### src/rtl/fx_pipe_pkg.sv
// fx_pipe_pkg: shared constants, stage type and sizing helper for the fixed-point delay pipe.
package fx_pipe_pkg;
   localparam int FX_DELAY_MAX_DEPTH = 64;
   localparam int FX_DATA_W = 13;
   typedef struct packed {
      logic                 vld;
      logic [FX_DATA_W-1:0] data;
   } fx_stage_t;
   function automatic int clog2(input int v);
      int r;
      r = 0;
      while ((1 << r) < v) r++;
      return r;
   endfunction
endpackage

### src/rtl/fx_pipe_stage.sv
// fx_pipe_stage: one elastic register stage; advances when empty or when its successor advances.
module fx_pipe_stage
   import fx_pipe_pkg::*;
#(
   parameter int WIDTH = FX_DATA_W
) (
   input  logic             clk,
   input  logic             rst,
   input  logic             flush,
   input  logic             src_vld,
   input  logic [WIDTH-1:0] src_data,
   input  logic             nxt_adv,
   output logic             vld,
   output logic [WIDTH-1:0] data,
   output logic             adv
);
   assign adv = !vld | nxt_adv;
   // bubbles move only the valid bit so the data register stays quiet
   always_ff @(posedge clk or posedge rst)
      if (rst) begin
         vld  <= 1'b0;
         data <= '0;
      end else if (flush) vld <= 1'b0;
      else if (adv) begin
         vld <= src_vld;
         if (src_vld) data <= src_data;
      end
endmodule

### src/rtl/fx_delay_pipe.sv
// fx_delay_pipe: elastic, bubble-collapsing DEPTH-stage delay line with occupancy count and flush.
module fx_delay_pipe
   import fx_pipe_pkg::*;
#(
   parameter int WIDTH = 13,
   parameter int DEPTH = 1,
   parameter int CNT_W = 7
) (
   input  logic             clk,
   input  logic             rst,
   input  logic             i_flush,
   input  logic [WIDTH-1:0] i_data,
   input  logic             i_valid,
   output logic             i_ready,
   output logic [WIDTH-1:0] o_data,
   output logic             o_valid,
   input  logic             o_ready,
   output logic [CNT_W-1:0] o_count
);
   if (DEPTH < 0 || DEPTH > FX_DELAY_MAX_DEPTH || CNT_W < clog2(DEPTH + 1)) begin : g_bad_cfg
      $error("fx_delay_pipe: DEPTH out of range or CNT_W too narrow");
   end
   if (DEPTH == 0) begin : g_bypass
      logic unused;
      assign unused  = ^{i_flush, clk, rst};
      assign o_data  = i_data;
      assign o_valid = i_valid;
      assign i_ready = o_ready;
      assign o_count = '0;
   end else begin : g_pipe
      // entry 0 is the input port, entry k+1 is the output of stage k
      logic             v [DEPTH+1];
      logic [WIDTH-1:0] d [DEPTH+1];
      logic             a [DEPTH+1];
      logic [CNT_W-1:0] count;
      logic             in_x, out_x;
      assign v[0]     = i_valid;
      assign d[0]     = i_data;
      assign a[DEPTH] = o_ready;
      for (genvar k = 0; k < DEPTH; k++) begin : g_stage
         fx_pipe_stage #(.WIDTH(WIDTH)) u_stage (
            .clk      (clk),
            .rst      (rst),
            .flush    (i_flush),
            .src_vld  (v[k]),
            .src_data (d[k]),
            .nxt_adv  (a[k+1]),
            .vld      (v[k+1]),
            .data     (d[k+1]),
            .adv      (a[k])
         );
      end
      assign i_ready = a[0] & !i_flush;
      assign o_valid = v[DEPTH];
      assign o_data  = d[DEPTH];
      assign in_x    = i_valid & i_ready;
      assign out_x   = o_valid & o_ready;
      assign o_count = count;
      always_ff @(posedge clk or posedge rst)
         if (rst) count <= '0;
         else if (i_flush) count <= '0;
         else count <= count + CNT_W'(in_x) - CNT_W'(out_x);
   end
endmodule

### config.mk
export PLATFORM = sky130hd
export DESIGN_NAME = fx_delay_pipe
export DESIGN_NICKNAME = d
export VERILOG_FILES = /design/src/rtl/fx_pipe_pkg.sv /design/src/rtl/fx_pipe_stage.sv /design/src/rtl/fx_delay_pipe.sv
export SDC_FILE = /design/constraint.sdc
export NUM_CORES = 1
export LEC_CHECK = 0
export ABC_AREA = 1
export CORE_MARGIN = 3
export CORE_UTILIZATION = 39
export DETAILED_ROUTE_END_ITERATION = 8
export PLACE_DENSITY = 0.81
export SLEW_MARGIN = 10
export SYNTH_ARGS = -nofsm -noshare
export SYNTH_HDL_FRONTEND = slang
export SYNTH_HIERARCHICAL = 1
export SYNTH_SLANG_ARGS = --single-unit
### constraint.sdc
create_clock -name clk -period 2 [get_ports clk]
set_clock_uncertainty 0.05 [all_clocks]
set_input_delay 0.6 -clock clk [delete_from_list [all_inputs] [get_ports clk]]
set_output_delay 0.6 -clock clk [all_outputs]
set_load 0.01 [all_outputs]
=== Word-level counts from Yosys, hierarchy flattened ===
Cells that the tools add are included.

* Input port bits: 18
* Memories kept: 0
* ROM bits: 0
* Output and inout bits: 22
* Bits in latches: 0
* Register bits: 21
* Memory bits (writable): 0
* Logic and storage cells: 17

* Divide/modulo/power cells: 0
* Multiply operators: 0
* Eq/ne operators: 0
* Muxes and demuxes: 3
* Bitwise operators: 5
* Magnitude comparators: 0
* Reduce and logical (&&, ||, !) cells: 4
* Add/subtract/negate cells: 2
* Shift-type cells: 0

{| class="wikitable"
|+ Operators by type and width
! operator !! count
|-
| $add A7 B1 Y7 || 1
|-
| $mux W7 || 1
|-
| $sub A7 B1 Y7 || 1
|-
| $and A1 B1 Y1 || 3
|-
| $reduce_and A3 Y1 || 1
|-
| $logic_not A1 Y1 || 2
|-
| $mux W1 || 2
|-
| $reduce_bool A2 Y1 || 1
|-
| $not A1 Y1 || 1
|-
| $or A1 B1 Y1 || 1
|}

=== Depth between registers and ports, before layout ===
* Word-level depth: 7
* Mapped depth: 18

=== Modules after synthesis ===
The synthesis kept the hierarchy.

{| class="wikitable"
|+ Modules (own cells, without submodules)
! module !! cells each !! area an instance (um^2) !! times used
|-
| fx_pipe_stage || 63 || 579.3 || 1
|-
| fx_delay_pipe || 74 || 535.5 || 1
|}

=== Least setup slack after synthesis ===
OpenSTA, ideal clock, no wires.

* Path kind: in2reg
* Start point: input port o_ready
* End point: register g_pipe.count[6], in the netlist o_count[6]
* Stages: 17
* Arrival time: 2.496 ns
* Slack: -0.665 ns
* Data required time: 1.831 ns
* Setup time: 0.119 ns
* Path through: inv_1 -> nand2_2 -> buf_4 -> inv_1 -> nor2_1 -> nand2_1 -> ha_1 -> inv_1 -> ha_1 -> inv_1 -> fa_1 -> inv_1 -> nand2_1 -> nand2_2 -> nand3_1 -> a21oi_1 -> nor2_1

{| class="wikitable"
|+ RTL lines
! item !! line !! source
|-
| start: declaration || fx_delay_pipe.sv:17 || <nowiki>input logic o_ready,</nowiki>
|-
| end signal: assignment || fx_delay_pipe.sv:62 || <nowiki>else count <= count + CNT_W'(in_x) - CNT_W'(out_x);</nowiki>
|-
| end: declaration || fx_delay_pipe.sv:35 || <nowiki>logic [CNT_W-1:0] count;</nowiki>
|}

==> results.md <==
- Starting Density: 0.430
- Final Max Tran Viols: 0
- Initial antenna violation count: 0
- Cell count of the worst hold path: 2
- Post-route ant nets: 0
- Yosys cell types: 18
- Failing checks: setup timing
- Layout area overhead: 53.4%
- Post-Synthesis Cells: 137
- TritonCTS Buffers: 3
- Vias: 1019
- Clock sink count: 21
- Crit. End Element: flop
- IO Port Bufs: 39
- DRT Pass-1 Iters: 4
- Syn Nets: 163
- Worst hold slack: 0.433 ns
- Htree depth: 1
- WP data required: 2.18 ns
- Max rail drop VDD: 728 uV
- Maxcap violations: 0
- Initial drt markers: 15
- Pleak: 0.853 nW
- Grt total ovfl: 0
- Post-route DRC: 0
- Synth async-reset ratio: 1.00
- Fmax: 469 MHz
- Synth area leaders: dfrtp_1 47%, nand2_1 13%, ha_1 7.9%
- Final hold violations: 0
- Syn Area/Cell: 8.14 sq um
- Final setup fails: 2
- Synthesized cell area: 1110 sq um
- CP Max Fanout: 2
- HPWL Detailed: 2110 microns
- Largest net degree at the start of global routing: 16
- Overall die height: 59.5 microns
- Crit share post-route: 1.07
- EDFF count, synth: 0
- Root Driver: clkbuf_4
- GPL Wtd Cong: 0.889
- RSZ-0062 raised after global routing: true
- WL/cell: 12.4 microns
- Worst setup margin: -0.132 ns
- Cell taking the most area after synthesis: dfrtp_1
- Crit path DAT: 2.31 ns
- Vias in the first global route: 1075
- WS Path Type: reg2reg
- Worst-skew pair later-pin latency: 0.29 ns
- Area share of the largest cell type after synthesis: 0.471
- Final WL: 2680 microns
- Flops & latches, synth: 21
- Global-route wire length before repair: 4570 microns
- Seq/Total Area, Yosys: 0.471
- Hold crit path type: reg2reg
- Relative slew slack: 0.654
- Reg2reg path depth: 16
- Width of the die: 59.5 microns
- Status: complete, but fails checks
- Row count: 18
- Finished Core Util: 0.660
- Type of origin of the critical path: flop
- Top Ports: 40
- Reg clk slew, reported paths: 0.12 ns
- Number of diodes: 0
- Layout net count: 213
- Max clock buf depth: 2
- Worst-margin pin slew: 0.518 ns
- Most common flop cell mapped by yosys: dfrtp_1
- Fraction of final layout cells with drive strength greater than 1: 0.231
- Full die area: 3540 sq um
- CTS tree: built
- Yosys Warn Count: 6
- GRT Util Overall: 0.169
- Vias per cell: 4.72
- Period minus WS final: 2.13 ns
- Pwr per Cell Area: 958 nW/um^2
- Core Box Area: 2590 sq um
worst paths after layout:
path / slack, ns / endpoint / start
setup / recovery: -0.13 / o_count[6] / g_pipe.g_stage[0].u_stage/vld
hold / removal: 0.43 / g_pipe.g_stage[0].u_stage/data[5] / g_pipe.g_stage[0].u_stage/data[5]
setup reg to reg: -0.13 / o_count[6] / g_pipe.g_stage[0].u_stage/vld
hold reg to reg: 0.43 / g_pipe.g_stage[0].u_stage/data[5] / g_pipe.g_stage[0].u_stage/data[5]
max in group asynchronous: 0.91 / g_pipe.g_stage[0].u_stage/vld / rst
min in group asynchronous: 0.52 / o_count[2] / rst
kinds of logic (layout without fill, tap and decap cells):
kind of cell               Yosys count  after routing  synth area share
DFF                                 21             21             0.471
buffers and inverters               25             74            0.0976
and+or+nand+nor                     76             76             0.300
AOI/OAI and AO/OA                    6              6            0.0269
xor gates and xnor gates             1              1           0.00786
adders and majority gates            8              8            0.0965
critical path, stage by stage (launching register included):
cell	delay, ns
dfrtp_2	0.47
nand2_8	0.07
inv_4	0.03
nor2_4	0.08
nand2_2	0.07
ha_4	0.21
inv_2	0.06
ha_4	0.12
inv_2	0.04
fa_2	0.36
inv_2	0.07
nand2_2	0.05
nand2_2	0.07
nand3_2	0.08
nand3_2	0.07
nand2_1	0.05
nor2_1	0.11
synth_stat cells, types with 2 or more instances:
| master | count |
|---|---|
| nand2_1 | 40 |
| dfrtp_1 | 21 |
| inv_1 | 20 |
| nand3_1 | 17 |
| nor2_1 | 11 |
| ha_1 | 7 |
| a21oi_1 | 6 |
| nand2_2 | 4 |
| buf_4 | 2 |
through the flow:
step / setup slack [ns] / power (mW) / instances / TNS [ns] / instance area [sq um]
5_1_grt: -0.267 / 1.78 / 216 / -0.666 / 1710
3_5_place_dp: -1.00 / 1.39 / 209 / -6.48 / 1630
4_1_cts: -0.146 / 1.62 / 215 / -0.267 / 1680
6_report: -0.132 / 1.64 / 216 / -0.247 / 1710
2_1_floorplan: -0.422 / 1.07 / 137 / -1.26 / 1190
3_3_place_gp: -0.901 / 1.35 / 209 / -5.02 / 1630
state kept, by name, summed over array words and instances (netlist names):
signal and flops:
g_pipe.g_stage.u_stage/vld 1, o_count 7, g_pipe.g_stage.u_stage/data 13
placed cells by master, fill, tap and decap left out, drive strengths merged:
cell | netlist | final
ha | 7 | 7
or2 | 1 | 1
dfrtp | 21 | 21
a21oi | 6 | 6
nand2 | 44 | 44
buf | 3 | 11
clkinv | 1 | 1
clkbuf | 0 | 4
clkdlybuf4s50 | 0 | 34
and2 | 2 | 2
clkdlybuf4s15 | 0 | 1
xor2 | 1 | 1
fa | 1 | 1
inv | 21 | 21
nor2 | 12 | 12
nand3 | 17 | 17
dlygate4sd2 | 0 | 2
layout make-up:
cell class	count	area, sq um
Sequential cell	21	528
Fill cell	227	880
Timing Repair Buffer	48	458
Multi-Input combinational cell	91	563
Tap cell	30	37.5
Inverter	22	97.6
Clock buffer	4	26.3
report_power, final:
part	internal (mW)	switching, mW	leakage [nW]
Sequential	0.510	0.0641	0.262
Combinational	0.425	0.435	0.577
Clock	0.0775	0.127	0.0150
Total	1.01	0.626	0.853
routing by layer:
metal  vias to the layer above  track usage  wire [microns]
met4                         0       0.0453              28
li1                        516            -               -
met2                        33        0.285            1360
met3                         4       0.0349             148
met1                       466        0.217            1150
met5                         -            0               0
timing repair:
action	4_1_cts	5_1_grt
setup buffers	2	2
hold buffers	0	0
endpoints found under the setup margin	8	5
resized for setup	16	9
pin swaps	5	6
Note: power is estimated with default switching activity, not from simulation.
